$ cat src/rtl/y_result_collector.sv
// Sign-magnitude to two's-complement result collector: one-entry stage register feeding a
// show-ahead FIFO with write counter and sticky overflow. Optional accumulator: YRC_ACC_EN.
module y_result_collector #(
    parameter int DEPTH = 8,
    parameter int ACC_W = 24
) (
    input  logic                     clk,
    input  logic                     rst,
    input  logic                     clr,
    input  logic                     in_valid,
    input  logic [12:0]              in_y,
    output logic                     out_valid,
    input  logic                     out_ready,
    output logic [12:0]              out_data,
    output logic [$clog2(DEPTH):0]   level,
    output logic [15:0]              wr_count,
    output logic                     overflow,
    output logic [ACC_W-1:0]         acc_sum
);
    localparam int AW = $clog2(DEPTH);

    logic              s_valid_q, s_valid_d;
    logic [12:0]       s_data_q, s_data_d;
    logic [AW-1:0]     wr_ptr_q, wr_ptr_d;
    logic [AW-1:0]     rd_ptr_q, rd_ptr_d;
    logic [AW:0]       level_q, level_d;
    logic [15:0]       wr_count_q, wr_count_d;
    logic              overflow_q, overflow_d;
    logic [12:0]       mem_q [DEPTH];

    logic              full;
    logic              pop;
    logic              wr_en;
    logic              mem_we;
    logic [12:0]       y_conv;

    assign out_valid = (level_q != '0);
    assign out_data  = mem_q[rd_ptr_q];
    assign level     = level_q;
    assign wr_count  = wr_count_q;
    assign overflow  = overflow_q;

    always_comb begin
        // Negative zero collapses to plain zero.
        if (in_y[11:0] == 12'd0) begin
            y_conv = 13'd0;
        end else if (in_y[12]) begin
            y_conv = ~{1'b0, in_y[11:0]} + 13'd1;
        end else begin
            y_conv = {1'b0, in_y[11:0]};
        end
    end

    always_comb begin
        full  = (level_q == (AW+1)'(DEPTH));
        pop   = out_valid && out_ready;
        wr_en = s_valid_q && (!full || pop);

        s_valid_d  = in_valid;
        s_data_d   = y_conv;
        wr_ptr_d   = wr_ptr_q;
        rd_ptr_d   = rd_ptr_q;
        level_d    = level_q;
        wr_count_d = wr_count_q;
        overflow_d = overflow_q | (s_valid_q && full && !pop);
        mem_we     = wr_en;

        if (wr_en) begin
            wr_ptr_d = wr_ptr_q + AW'(1);
            if (wr_count_q != 16'hFFFF) begin
                wr_count_d = wr_count_q + 16'd1;
            end
        end
        if (pop) begin
            rd_ptr_d = rd_ptr_q + AW'(1);
        end
        if (wr_en && !pop) begin
            level_d = level_q + (AW+1)'(1);
        end else if (!wr_en && pop) begin
            level_d = level_q - (AW+1)'(1);
        end

        if (clr) begin
            s_valid_d  = 1'b0;
            s_data_d   = 13'd0;
            wr_ptr_d   = '0;
            rd_ptr_d   = '0;
            level_d    = '0;
            wr_count_d = 16'd0;
            overflow_d = 1'b0;
            mem_we     = 1'b0;
        end
    end

    always_ff @(posedge clk) begin
        if (rst) begin
            s_valid_q  <= 1'b0;
            s_data_q   <= 13'd0;
            wr_ptr_q   <= '0;
            rd_ptr_q   <= '0;
            level_q    <= '0;
            wr_count_q <= 16'd0;
            overflow_q <= 1'b0;
        end else begin
            s_valid_q  <= s_valid_d;
            s_data_q   <= s_data_d;
            wr_ptr_q   <= wr_ptr_d;
            rd_ptr_q   <= rd_ptr_d;
            level_q    <= level_d;
            wr_count_q <= wr_count_d;
            overflow_q <= overflow_d;
        end
    end

    // Storage carries no reset; stale words are unreachable once the pointers are cleared.
    always_ff @(posedge clk) begin
        if (mem_we && !rst) begin
            mem_q[wr_ptr_q] <= s_data_q;
        end
    end

`ifdef YRC_ACC_EN
    logic [ACC_W-1:0] acc_q, acc_d;
    logic [ACC_W:0]   sum_ext;

    always_comb begin
        sum_ext = {acc_q[ACC_W-1], acc_q} + {{(ACC_W-12){s_data_q[12]}}, s_data_q};
        acc_d   = acc_q;
        if (clr) begin
            acc_d = '0;
        end else if (wr_en) begin
            // Top two bits disagree: the signed sum left the ACC_W range.
            if (sum_ext[ACC_W] != sum_ext[ACC_W-1]) begin
                acc_d = sum_ext[ACC_W] ? {1'b1, {(ACC_W-1){1'b0}}} : {1'b0, {(ACC_W-1){1'b1}}};
            end else begin
                acc_d = sum_ext[ACC_W-1:0];
            end
        end
    end

    always_ff @(posedge clk) begin
        if (rst) begin
            acc_q <= '0;
        end else begin
            acc_q <= acc_d;
        end
    end

    assign acc_sum = acc_q;
`else
    assign acc_sum = '0;
`endif

endmodule

$ cat config.mk
export PLATFORM = sky130hd
export DESIGN_NAME = y_result_collector
export DESIGN_NICKNAME = d
export VERILOG_FILES = /design/src/rtl/y_result_collector.sv
export SDC_FILE = /design/constraint.sdc
export NUM_CORES = 1
export LEC_CHECK = 0
export BUFFER_PORTS_ARGS = -buffer_cell sky130_fd_sc_hd__buf_4
export CORE_ASPECT_RATIO = 0.5
export CORE_UTILIZATION = 52
export CTS_BUF_LIST = sky130_fd_sc_hd__clkbuf_16
export DETAILED_ROUTE_END_ITERATION = 10
export PLACE_DENSITY = 0.76
export SLEW_MARGIN = 20
export SYNTH_ARGS = -nofsm -noshare
export SYNTH_HDL_FRONTEND = slang
export SYNTH_SLANG_ARGS = --single-unit
$ cat constraint.sdc
create_clock -name clk -period 2.7 [get_ports clk]
set_clock_uncertainty 0.05 [all_clocks]
set_input_delay 0.405 -clock clk [delete_from_list [all_inputs] [get_ports clk]]
set_output_delay 0.405 -clock clk [all_outputs]
set_load 0.05 [all_outputs]
Word level (Yosys, flattened, before mapping)
Memory sizes are Yosys's and may differ from the RTL's. A register that Yosys moved wholly into a read port is not among the register bits.
Index checks and enable logic that the tools add are counted.

storage, ports and cells
  bits in read-only memories = 0
  memory bits (writable) = 104
  memories = 1
  register bits = 41
  latch bits = 0
  output and inout bits = 59

cells by class
  shift operators = 0
  multipliers = 0
  multiplexer cells = 8
  $add $sub $neg = 6
  divide/modulo/power cells = 0
  equal/unequal tests = 2
  $lt $le $gt $ge = 0
  reduce and logical (&&, ||, !) cells = 19
  bitwise gates (word level) = 3

memory list
  memory  words  bits a word  read ports  clocked after Yosys merged registers in  write ports  RTL line  text
  mem_q   8      13           1           1                                        1            29        logic [12:0] mem_q [DEPTH];

operators by type and width
  operator                                                            number
  16-bit by 1-bit adder with 16-bit output, second input constant     1
  16-bit inequality test, second input constant                       1
  13-bit by 1-bit adder with 13-bit output, second input constant     1
  12-bit NOT with 13-bit output                                       1
  12-bit zero test                                                    1
  12-bit 2-to-1 mux                                                   1
  4-bit 2-to-1 mux                                                    2
  1-bit logical AND                                                   7
  3-bit by 1-bit adder with 3-bit output, second input constant       2
  3-bit 2-to-1 mux                                                    2
  4-bit by 1-bit adder with 4-bit output, second input constant       1
  4-bit == test, second input constant                                1
  1-bit zero test                                                     4
  4-bit nonzero test                                                  1
  4-bit OR reduction                                                  1
  4-bit by 1-bit subtractor with 4-bit output, second input constant  1
  1-bit 2-to-1 mux                                                    3
  3-bit OR reduction                                                  1
  2-bit AND reduction                                                 1
  2-bit nonzero test                                                  1
  2-bit OR reduction                                                  1
  1-bit logical OR                                                    1
  1-bit NOT                                                           1
  1-bit OR                                                            1

Depth between registers and ports, before layout
Gate-level depths: netlist of run 1.

  depth in word-level cells = 8
  gate-level depth with buffers = 10

Least setup slack after synthesis of run 1
OpenSTA, ideal clock, no wires.

  path type = reg2reg
  from = reg level_q[0], in the netlist level[0]
  to = mem mem_q[0][0], enable pin
  cell stages (with the launch flop) = 5
  data required time = 2.228 ns
  slack = -0.487 ns
  period minus slack after synthesis = 3.187 ns
  path buffers = 1
  arrival time = 2.715 ns
  path through = dfxtp_1 -> or3_1 -> o21ai_2 -> buf_2 -> nor4b_1

on the way
  word-level cells in the longest chain between the ends = 8

ends and longest elaborated chain
  what                                                  RTL line  text
  start, declared                                       26        logic [AW:0] level_q, level_d;
  start signal, assigned                                109       level_q <= level_d;
  4-bit == test or 4-bit nonzero test (tied branches)   55, 37
  1-bit zero test or 1-bit logical AND (tied branches)  57, 56
  1-bit logical OR *                                    57        wr_en = s_valid_q && (!full || pop);
  1-bit logical AND *                                   57
  1-bit 2-to-1 mux *                                    83        if (clr) begin
  1-bit logical AND *                                   117       if (mem_we && !rst) begin
  1-bit 2-to-1 mux *                                    117
  1-bit 2-to-1 mux (not written as such) *              118       mem_q[wr_ptr_q] <= s_data_q;
  end, declared                                         29

Every way passes the cells marked *; elsewhere a longest branch is shown, timed or not.

Final worst setup path of run 1
  from = reg level_q[1], in the netlist level[1]
  to = reg level_q[3], in the netlist level[3]

on the way
  word-level cells in the longest chain between the ends = 7

ends and longest elaborated chain
  what                                                  RTL line  text
  4-bit == test or 4-bit nonzero test (tied branches)   55, 37
  1-bit zero test or 1-bit logical AND (tied branches)  57, 56
  1-bit logical OR *                                    57
  1-bit logical AND *                                   57
  named net wr_en                                       33        logic wr_en;
  1-bit zero test                                       79        end else if (!wr_en && pop) begin
  1-bit logical AND                                     79
  2-bit nonzero test (no source line)                   n/a

The timed path passes the listed nets; every way through them passes the cells marked *. The select of a mux whose other input is x is not followed.
A chain may end at the register's enable or synchronous reset.

==> reports/metrics.cfg, run 1 <==
[outcome]
status = complete, no violations

[critical_path]
r2r-start = level[1]
critical_path_class = reg2reg
endpoint_kind = flop
rrSetupSlack_ps = 200
critPathCapture = level[3]
crit_required_ps = 3000
ff2ff_path_depth = 10
cp_cell_sequence = or3_4 -> o21ai_2 -> inv_4 -> ha_1 -> inv_2 -> ha_1 -> a21o_1 -> a21oi_1 -> mux2i_1 -> mux2i_1
startpoint = level[1]
crit_fanout = 7
slowest_stage = or3_4
slowest_delay_ps = 390
start_kind = flop
r2r_end = level[3]
arrival_ps = 2790

[finish]
fin_cells = 662
area_growth_pct = 19.1
finalNetCount = 516
regArea_um2 = 4010
nFillCells = 805
drive_gt1_share_pct = 32.4
fin_area_um2 = 7400
n_antenna_cell = 0
multiInputGateArea_um2 = 2050

[sta]
finalHoldViolCount = 0
fin_crit_ps = 2500
rsz0062_at_grt = no
whs_ps = 136
worst_pin_slew_ps = 669
relSlewSlack_pct = 55.3
finalSetupViolCount = 0
drv_slew = 0
finalCritPeriodShare_pct = 92.5
tns_ps = 0
fmax_mhz = 400

[clock_tree]
clk_root_buffer_cell = clkbuf_16
path_clk_slew_ps = 60
htree_num_levels = 4
cts_made_buffers = 17
cts_tree = done
clock_path_buffers = 2
clock_sinks = 148
cts_hold_buffers = 0
clk_latency_ps = 420

[power_and_ir_drop]
clockPowerShare_pct = 44.4
swShare_pct = 24.4
comb_power_share_pct = 7.0
power.total_mw = 5.10
sequentialPowerShare_pct = 48.5
ir_worst_vdd_v = 0.000474
p_sw_mw = 1.24
p_per_area_nw_per_um2 = 689
internal-power_mw = 3.86
power.leakage_nw = 2.57

[min_path]
min_path_cells = 2
hold_path.class = in2reg
hp-start = in_valid

[synth]
synth_compound_area_share_pct = 6.28
synth_edf_count = 104
synth_area_leader_cell = edfxtp_1
syn_inst = 419
synth_mux_area_share_pct = 12.7
synth_flop_cell = edfxtp_1
yosys.area_share.adder_pct = 1.73
synth_warnings = 0
synth_seq_cells = 148
synth_top_area_share_pct = 50.2
synth-seq-area-share_pct = 64.4
yosys-top-cells-area = edfxtp_1 50%, dfxtp_1 14%, mux4_2 9.4%
synth.avg_cell_area_um2 = 14.8
synth.cell_area_um2 = 6220
netlist_top_cells_count = 104 x edfxtp_1, 44 x dfxtp_1, 31 x nor2_1
synth_top_family_by_area = multiplexers
synthSimpleGateAreaFrac_pct = 8.11
yosysMostFrequentCell = edfxtp_1
synth-xor-area-share_pct = 1.97
synth.distinct_cells = 48
synth_async_sr_flop_share_pct = 0

[routing]
ant_nets = 0
drtIter0Drc = 214
drc = 0
routed_wl_um = 12100
drt_first_pass_iters = 4
viasPerCell = 5.54
avgRoutedWirePerCell_um = 18.3
vias = 3665

[global_route]
antenna_found_initial = 0
track_usage_pct = 21.6
grt_overflow = 0
first_global_vias = 3586
grt_max_degree = 31
grt_pass1_wl_um = 19100

[floorplan]
die_area_um2 = 12400
core.rowCount = 27
num_io_pins = 77
dieHeight_um = 79.3
chipWidth_um = 157
initial_core_util_pct = 54.9
coreArea_um2 = 11300

[placed_design]
postPlaceCellArea_um2 = 6820
gp_congestion = 0.803
numPortBuffers = 52
hpwl_um = 7690
placed_cells = 629

[job]
cap_violations = 0

## stage by stage
step,setup WS (ps),util [%]
6_report,203,65.4
5_1_grt,39.3,65.4
4_1_cts,78.1,65.3
3_5_place_dp,115,60.2
3_3_place_gp,192,60.2
2_1_floorplan,18.5,-
## cells in the final DEF (no fill, tap or decap), types with 5 or more instances in the layout
cell type / instances
a21oi_1: 18
buf_4: 70
clkbuf_16: 17
conb_1: 24
dfxtp_1: 40
edfxtp_1: 104
ha_1: 7
inv_1: 6
mux2_2: 13
mux2i_1: 6
mux4_2: 26
nand2_1: 14
nand4_1: 6
nor2_1: 31
o21ai_0: 6
o31ai_1: 11
or3_1: 5
or4_1: 11
xor2_1: 12
## area by class of cell
| class | instances | share of cell area [%] |
|---|---|---|
| Sequential cell | 148 | 54.2 |
| Multi-Input combinational cell | 244 | 27.6 |
| Timing Repair Buffer | 71 | 7.37 |
| Clock buffer | 17 | 5.75 |
| Tap cell | 159 | 2.69 |
| Clock inverter | 15 | 1.96 |
| Inverter | 8 | 0.439 |
## per-layer routing
metal | vias to the layer above | GRT usage [%] | wire length (um) | part of all wire [%]
met4 | 0 | 9.31 | 152 | 1.3
met2 | 117 | 34.5 | 5950 | 49
met1 | 1807 | 28.1 | 5300 | 44
met3 | 15 | 5.62 | 728 | 6.0
li1 | 1726 | - | - | -
met5 | - | 0 | 0 | 0
## registers in the layout, summed over array words and instances, names as in the netlist, named ones only
register	count
wr_count	16
level	4
s_valid_q	1
overflow	1
rd_ptr_q	3
s_data_q	13
mem_q	104
wr_ptr_q	3
## power by group through the flow
stage / logic (mW) / clock network, mW / registers, mW
2_1_floorplan: 0.279 / 0 / 2.53
4_1_cts: 0.358 / 2.30 / 2.47
3_5_place_dp: 0.355 / 0 / 2.52
6_report: 0.359 / 2.27 / 2.47
5_1_grt: 0.386 / 2.40 / 2.48
3_3_place_gp: 0.353 / 0 / 2.52
## logic make-up after synthesis
group	Yosys count
adder cells (fa/ha/maj)	8
XOR/XNOR	14
flip-flops	148
AO/OA/AOI/OAI	57
AND/OR/NAND/NOR	96
other	1
buffers and inverters	50
multiplexers	45
## what timing repair did
| item | CTS | global route |
|---|---|---|
| buffers inserted | 0 | 1 |
| endpoints found under the setup margin | 0 | 1 |
| resized for setup | 0 | 4 |
## how the worst min path moves through the flow
stage	endpoint	slack, ps
final	s_valid_q	140
after detailed placement	overflow	430
after global placement	overflow	430
after CTS	s_valid_q	120
after floorplan	flop	430
after global routing	s_valid_q	140
## critical path: cells and delay by family (launching register included)
family / cells / cell delay, ps
flip-flops: 1 / 350
multiplexers: 2 / 430
buffers and inverters: 2 / 180
AO/OA/AOI/OAI: 3 / 550
AND/OR/NAND/NOR: 1 / 390
adder cells (fa/ha/maj): 2 / 470
(Power assumes the default switching activity.)
==> inputs of run 2 (changes only) <==
Settings changed: CTS_BUF_LIST sky130_fd_sc_hd__clkbuf_16 to default, GPL_TIMING_DRIVEN from default to 0.
==> run 2 against run 1 <==
  * Via count up 4.1%
  * Sequential power hardly changed
  * Cell count grew 4.2%
  * Combinational power increased by 9.7%
  * Wire length increased by 5.8%
  * Largest power group unchanged
  * First-iteration DRC count decreased by 11%
  * Clock-buffer cell count rose by 3
  * Sequential cell count did not move
  * Cell area is 3.0% higher
  * Hold slack gained 8.7 ps
==> reports/metrics.cfg, run 2 (synthesis results as in run 1) <==
[floorplan]
dieHeight_um = 79.3  ; unchanged
initial_core_util_pct = 54.9  ; unchanged
num_io_pins = 77  ; unchanged
die_area_um2 = 12400  ; unchanged
core.rowCount = 27  ; unchanged
coreArea_um2 = 11300  ; unchanged
chipWidth_um = 157  ; unchanged

[finish]
finalNetCount = 544  ; was 516
most-common-layout-cells = 104 x edfxtp_1, 78 x buf_4, 40 x dfxtp_1  ; was 104 x edfxtp_1, 70 x buf_4, 40 x dfxtp_1
regMostFlops = mem_q  ; unchanged
n_antenna_cell = 0  ; unchanged
largest_reg_flops = 104  ; unchanged
drive_gt1_share_pct = 34.7  ; was 32.4%
area_growth_pct = 22.7  ; was 19.1%
fin_cells = 690  ; was 662
final_common_cell = edfxtp_1  ; unchanged
fin_area_um2 = 7620  ; was 7400 um^2

[sta]
whs_ps = 145  ; was 136 ps
finalCritPeriodShare_pct = 96.2  ; was 92.5%
rsz0062_at_grt = no  ; unchanged
finalSetupViolCount = 0  ; unchanged
fin_crit_ps = 2600  ; was 2500 ps
finalHoldViolCount = 0  ; unchanged
worst_pin_slew_ps = 889  ; was 669 ps
drv_slew = 0  ; unchanged
relSlewSlack_pct = 40.7  ; was 55.3%
worst_slack_ps = 102  ; was 203 ps
fmax_mhz = 385  ; was 400 MHz

[placed_design]
hpwl_um = 8550  ; was 7690 um
postPlaceCellArea_um2 = 7010  ; was 6820 um^2
placed_cells = 658  ; was 629
numPortBuffers = 51  ; was 52
gp_congestion = 0.811  ; was 0.803
dp_slack_ps = -118  ; was 115 ps

[global_route]
first_global_vias = 3680  ; was 3586
grt_pass1_wl_um = 20200  ; was 19100 um
grt_max_degree = 17  ; was 31
grt_overflow = 0  ; unchanged
track_usage_pct = 22.8  ; was 21.6%
antenna_found_initial = 0  ; unchanged

[critical_path]
critical_path_class = reg2out  ; was reg2reg
start_kind = flop  ; unchanged
crit_required_ps = 2250  ; was 3000 ps
crit_fanout = 10  ; was 7
endpoint_kind = primary output  ; was flop
arrival_ps = 2140  ; was 2790 ps

[routing]
avgRoutedWirePerCell_um = 18.6  ; was 18.3 um
vias = 3816  ; was 3665
ant_nets = 0  ; unchanged
viasPerCell = 5.53  ; was 5.54
routed_wl_um = 12800  ; was 12100 um
drt_first_pass_iters = 4  ; unchanged
drc = 0  ; unchanged
drtIter0Drc = 191  ; was 214

[clock_tree]
cts_tree = done  ; unchanged
htree_num_levels = 4  ; unchanged
cts_hold_buffers = 0  ; unchanged
cts_made_buffers = 17  ; unchanged
clock_path_buffers = 2  ; unchanged
path_clk_slew_ps = 60  ; about the same
clk_root_buffer_cell = clkbuf_16  ; unchanged
clock_sinks = 148  ; unchanged
clk_latency_ps = 420  ; about the same

[power_and_ir_drop]
p_sw_mw = 1.18  ; was 1.24 mW
power.leakage_nw = 2.68  ; was 2.57 nW
sequentialPowerShare_pct = 49.2  ; was 48.5%
swShare_pct = 23.4  ; was 24.4%
clockPowerShare_pct = 43.0  ; was 44.4%
p_per_area_nw_per_um2 = 661  ; was 689 nW/um^2
comb_power_share_pct = 7.8  ; was 7.0%
internal-power_mw = 3.86  ; about the same
ir_worst_vdd_v = 0.000381  ; was 0.000474 V

[job]
cap_violations = 0  ; unchanged

[outcome]
status = complete, no violations  ; unchanged

[min_path]
hold_path.class = in2reg  ; unchanged

[run 2: final timing paths]
| check | from | end | slack, ps | cells past startpoint |
|---|---|---|---|---|
| setup / recovery | flop | out_data[1] | 100 | 5 |
| hold / removal | in_valid | s_valid_q | 140 | 2 |
| hold reg to reg | wr_count[5] | wr_count[5] | 460 | 2 |
| setup reg to reg | level[0] | level[3] | 210 | 10 |
[run 2: metal layers]
layer,global-route usage (%),vias to the layer above,wire (um)
li1,-,1781,-
met3,5.95,13,750
met4,8.14,0,169
met1,31.7,1882,5910
met2,34.9,140,6010
met5,0,-,0
[run 2: power by group through the flow]
| stage | Sequential, mW | Combinational, mW | Clock, mW |
|---|---|---|---|
| floorplan | 2.53 | 0.279 | 0 |
| global placement | 2.52 | 0.373 | 0 |
| detailed placement | 2.52 | 0.379 | 0 |
| CTS | 2.48 | 0.387 | 2.20 |
| global route | 2.48 | 0.421 | 2.30 |
| finish | 2.48 | 0.394 | 2.17 |
[run 2: stage by stage]
step	setup TNS (ps)	utilization (%)	total power [mW]
6_report	0	67.4	5.04
5_1_grt	0	67.4	5.20
2_1_floorplan	0	-	2.81
4_1_cts	0	67.1	5.06
3_3_place_gp	-36810	61.0	2.89
3_5_place_dp	-644	62.0	2.90
[run 2: layout make-up]
cell class	instances	area (um^2)
timing repair buffer	58	450
clock buffer	20	437
sequential	148	4010
clock inverter	12	111
buffer	41	289
tap	159	199
inverter	8	32.5
multi-input combinational	244	2100
fill	778	3690
[run 2: what timing repair did]
action	in CTS	in global routing
setup buffers	1	0
resized for setup	12	8
pin swaps	1	0
setup endpoints to repair	14	12
[run 2: critical path, cell delays in order, from the launching register on]
cell and delay [ps]:
dfxtp_1 320, buf_6 180, buf_8 200, mux4_2 530
mux2_2 290, buf_4 190
==> inputs of run 3 (changes only) <==
Settings changed: PLACE_DENSITY 0.76 to 0.75.
==> run 3 against run 2 <==
  * Die area stayed put
  * Fmax is 1.0% higher
  * Register-to-register slack hardly changed
  * Power is 0.97% higher
  * Combinational power hardly changed
  * Clock-buffer cell count is 1 lower
  * Utilization stayed put
  * Largest cell class unchanged
  * Hold slack worse by 4.2 ps
  * Sequential cell count stayed put
  * First-iteration DRC count is 27% higher
  * Sequential power hardly changed
==> reports/metrics.cfg, run 3 (synthesis results as in run 1) <==
[outcome]
status = complete, no violations  ; unchanged

[global_route]
first_global_vias = 3593  ; was 3680
grt_pass1_wl_um = 19900  ; was 20200 um
antenna_found_initial = 0  ; unchanged
track_usage_pct = 22.7  ; was 22.8%
grt_max_degree = 17  ; unchanged
grt_overflow = 0  ; unchanged

[critical_path]
r2r-start = level[0]  ; unchanged
ff2ff_path_depth = 10  ; unchanged
cp_top_family = multiplexers  ; unchanged
crit_required_ps = 2250  ; about the same
r2r_end = level[3]  ; unchanged
slowest_stage = mux4_2  ; unchanged
crit_fanout = 10  ; unchanged
endpoint_kind = primary output  ; unchanged
critical_path_class = reg2out  ; unchanged
slowest_delay_ps = 530  ; about the same
start_kind = flop  ; unchanged
critPathBufInv = 3  ; unchanged
cp_cell_sequence = buf_6 -> buf_8 -> mux4_2 -> mux2_2 -> buf_4  ; unchanged
arrival_ps = 2120  ; was 2140 ps
rrSetupSlack_ps = 200  ; was 210 ps

[routing]
ant_nets = 0  ; unchanged
drtIter0Drc = 242  ; was 191
routed_wl_um = 12900  ; was 12800 um
avgRoutedWirePerCell_um = 18.8  ; was 18.6 um
vias = 3772  ; was 3816
viasPerCell = 5.49  ; was 5.53
drc = 0  ; unchanged
drt_first_pass_iters = 5  ; was 4

[floorplan]
die_area_um2 = 12400  ; unchanged
core.rowCount = 27  ; unchanged
initial_core_util_pct = 54.9  ; unchanged
num_io_pins = 77  ; unchanged
dieHeight_um = 79.3  ; unchanged
coreArea_um2 = 11300  ; unchanged
chipWidth_um = 157  ; unchanged

[min_path]
hold_path.class = in2reg  ; unchanged
hp-start = in_valid  ; unchanged
min_path_cells = 2  ; unchanged
min_to = s_valid_q  ; unchanged

[finish]
postLayoutCoreUtil_pct = 67.4  ; unchanged
nFillCells = 784  ; was 778
final_common_cell = edfxtp_1  ; unchanged
regMostFlops = mem_q  ; unchanged
area_growth_pct = 22.7  ; unchanged
largest_reg_flops = 104  ; unchanged
regArea_um2 = 4010  ; unchanged
most-common-layout-cells = 104 x edfxtp_1, 77 x buf_4, 40 x dfxtp_1  ; was 104 x edfxtp_1, 78 x buf_4, 40 x dfxtp_1
n_antenna_cell = 0  ; unchanged
multiInputGateArea_um2 = 2090  ; was 2100 um^2
finalNetCount = 544  ; unchanged
drive_gt1_share_pct = 33.7  ; was 34.7%

[clock_tree]
clk_root_buffer_cell = clkbuf_16  ; unchanged
cts_tree = done  ; unchanged
htree_num_levels = 4  ; unchanged
path_clk_slew_ps = 60  ; about the same
clk_latency_ps = 420  ; about the same
clock_path_buffers = 2  ; unchanged
cts_made_buffers = 17  ; unchanged
clock_sinks = 148  ; unchanged

[sta]
finalCritPeriodShare_pct = 95.2  ; was 96.2%
rsz0062_at_grt = no  ; unchanged
tns_ps = 0  ; unchanged
fin_crit_ps = 2570  ; was 2600 ps
drv_slew = 0  ; unchanged
relSlewSlack_pct = 32.2  ; was 40.7%
finalSetupViolCount = 0  ; unchanged
fmax_mhz = 389  ; was 385 MHz
worst_slack_ps = 129  ; was 102 ps
worst_pin_slew_ps = 1010  ; was 889 ps
finalHoldViolCount = 0  ; unchanged

[placed_design]
hpwl_um = 8460  ; was 8550 um
numPortBuffers = 51  ; unchanged
dp_slack_ps = -122  ; was -118 ps
gp_congestion = 0.835  ; was 0.811

[job]
cap_violations = 0  ; unchanged

[power_and_ir_drop]
power.leakage_nw = 2.67  ; was 2.68 nW
p_per_area_nw_per_um2 = 667  ; was 661 nW/um^2
ir_worst_vdd_v = 0.000485  ; was 0.000381 V

==> run 3: area by class of cell <==
| type | instances | area share (%) |
|---|---|---|
| flip-flops and latches | 148 | 52.6 |
| multi-input cells | 244 | 27.4 |
| repair buffers | 58 | 5.96 |
| clock buffers | 19 | 5.68 |
| plain buffers | 41 | 3.89 |
| well taps | 159 | 2.61 |
| clock inverters | 10 | 1.48 |
| inverters | 8 | 0.427 |
==> run 3: power by group <==
group          switching [mW]  internal, mW  total, mW
Combinational           0.250         0.145      0.394
Clock                   0.880          1.34       2.22
Sequential             0.0298          2.45       2.48
==> run 3: worst register-to-register path, cell delays in order (launching register included) <==
cell,delay (ps)
dfxtp_2,350
or3_4,430
o21ai_4,190
inv_4,80
ha_1,230
inv_2,90
ha_1,230
a21o_1,170
a21oi_1,180
mux2i_1,230
mux2i_1,200
==> run 3: repair_timing <==
item,4_1_cts,5_1_grt
pin swaps,1,0
buffers inserted,1,0
gates cloned,0,0
endpoints found under the setup margin,14,13
hold buffers,0,0
gates resized for setup,11,9
==> run 3: per-layer routing <==
| metal | GRT usage [%] | vias to the layer above | part of all wire, % |
|---|---|---|---|
| met5 | 0 | - | 0 |
| met4 | 9.90 | 0 | 1.6 |
| met3 | 6.39 | 18 | 7.1 |
| met2 | 33.3 | 142 | 45 |
| met1 | 31.9 | 1841 | 46 |
| li1 | - | 1771 | - |
==> run 3: metrics by stage <==
stage	area, um^2	instances	power [mW]	hold slack (ps)
finish	7620	687	5.09	141
global route	7620	687	5.24	119
CTS	7600	687	5.10	123
detailed placement	7020	658	2.90	442
global placement	6910	652	2.89	432
floorplan	6330	442	2.81	435
==> run 3: worst max-delay path by stage <==
stage	startpoint	to	slack, ps	cells past startpoint
6_report	flop	out_data[11]	130	5
5_1_grt	flop	out_data[7]	30	5
2_1_floorplan	level[3]	level[3]	20	10
3_3_place_gp	rst	mem_q[5][9]	-690	4
3_5_place_dp	level[0]	level[3]	-120	10
4_1_cts	level[0]	level[3]	20	10
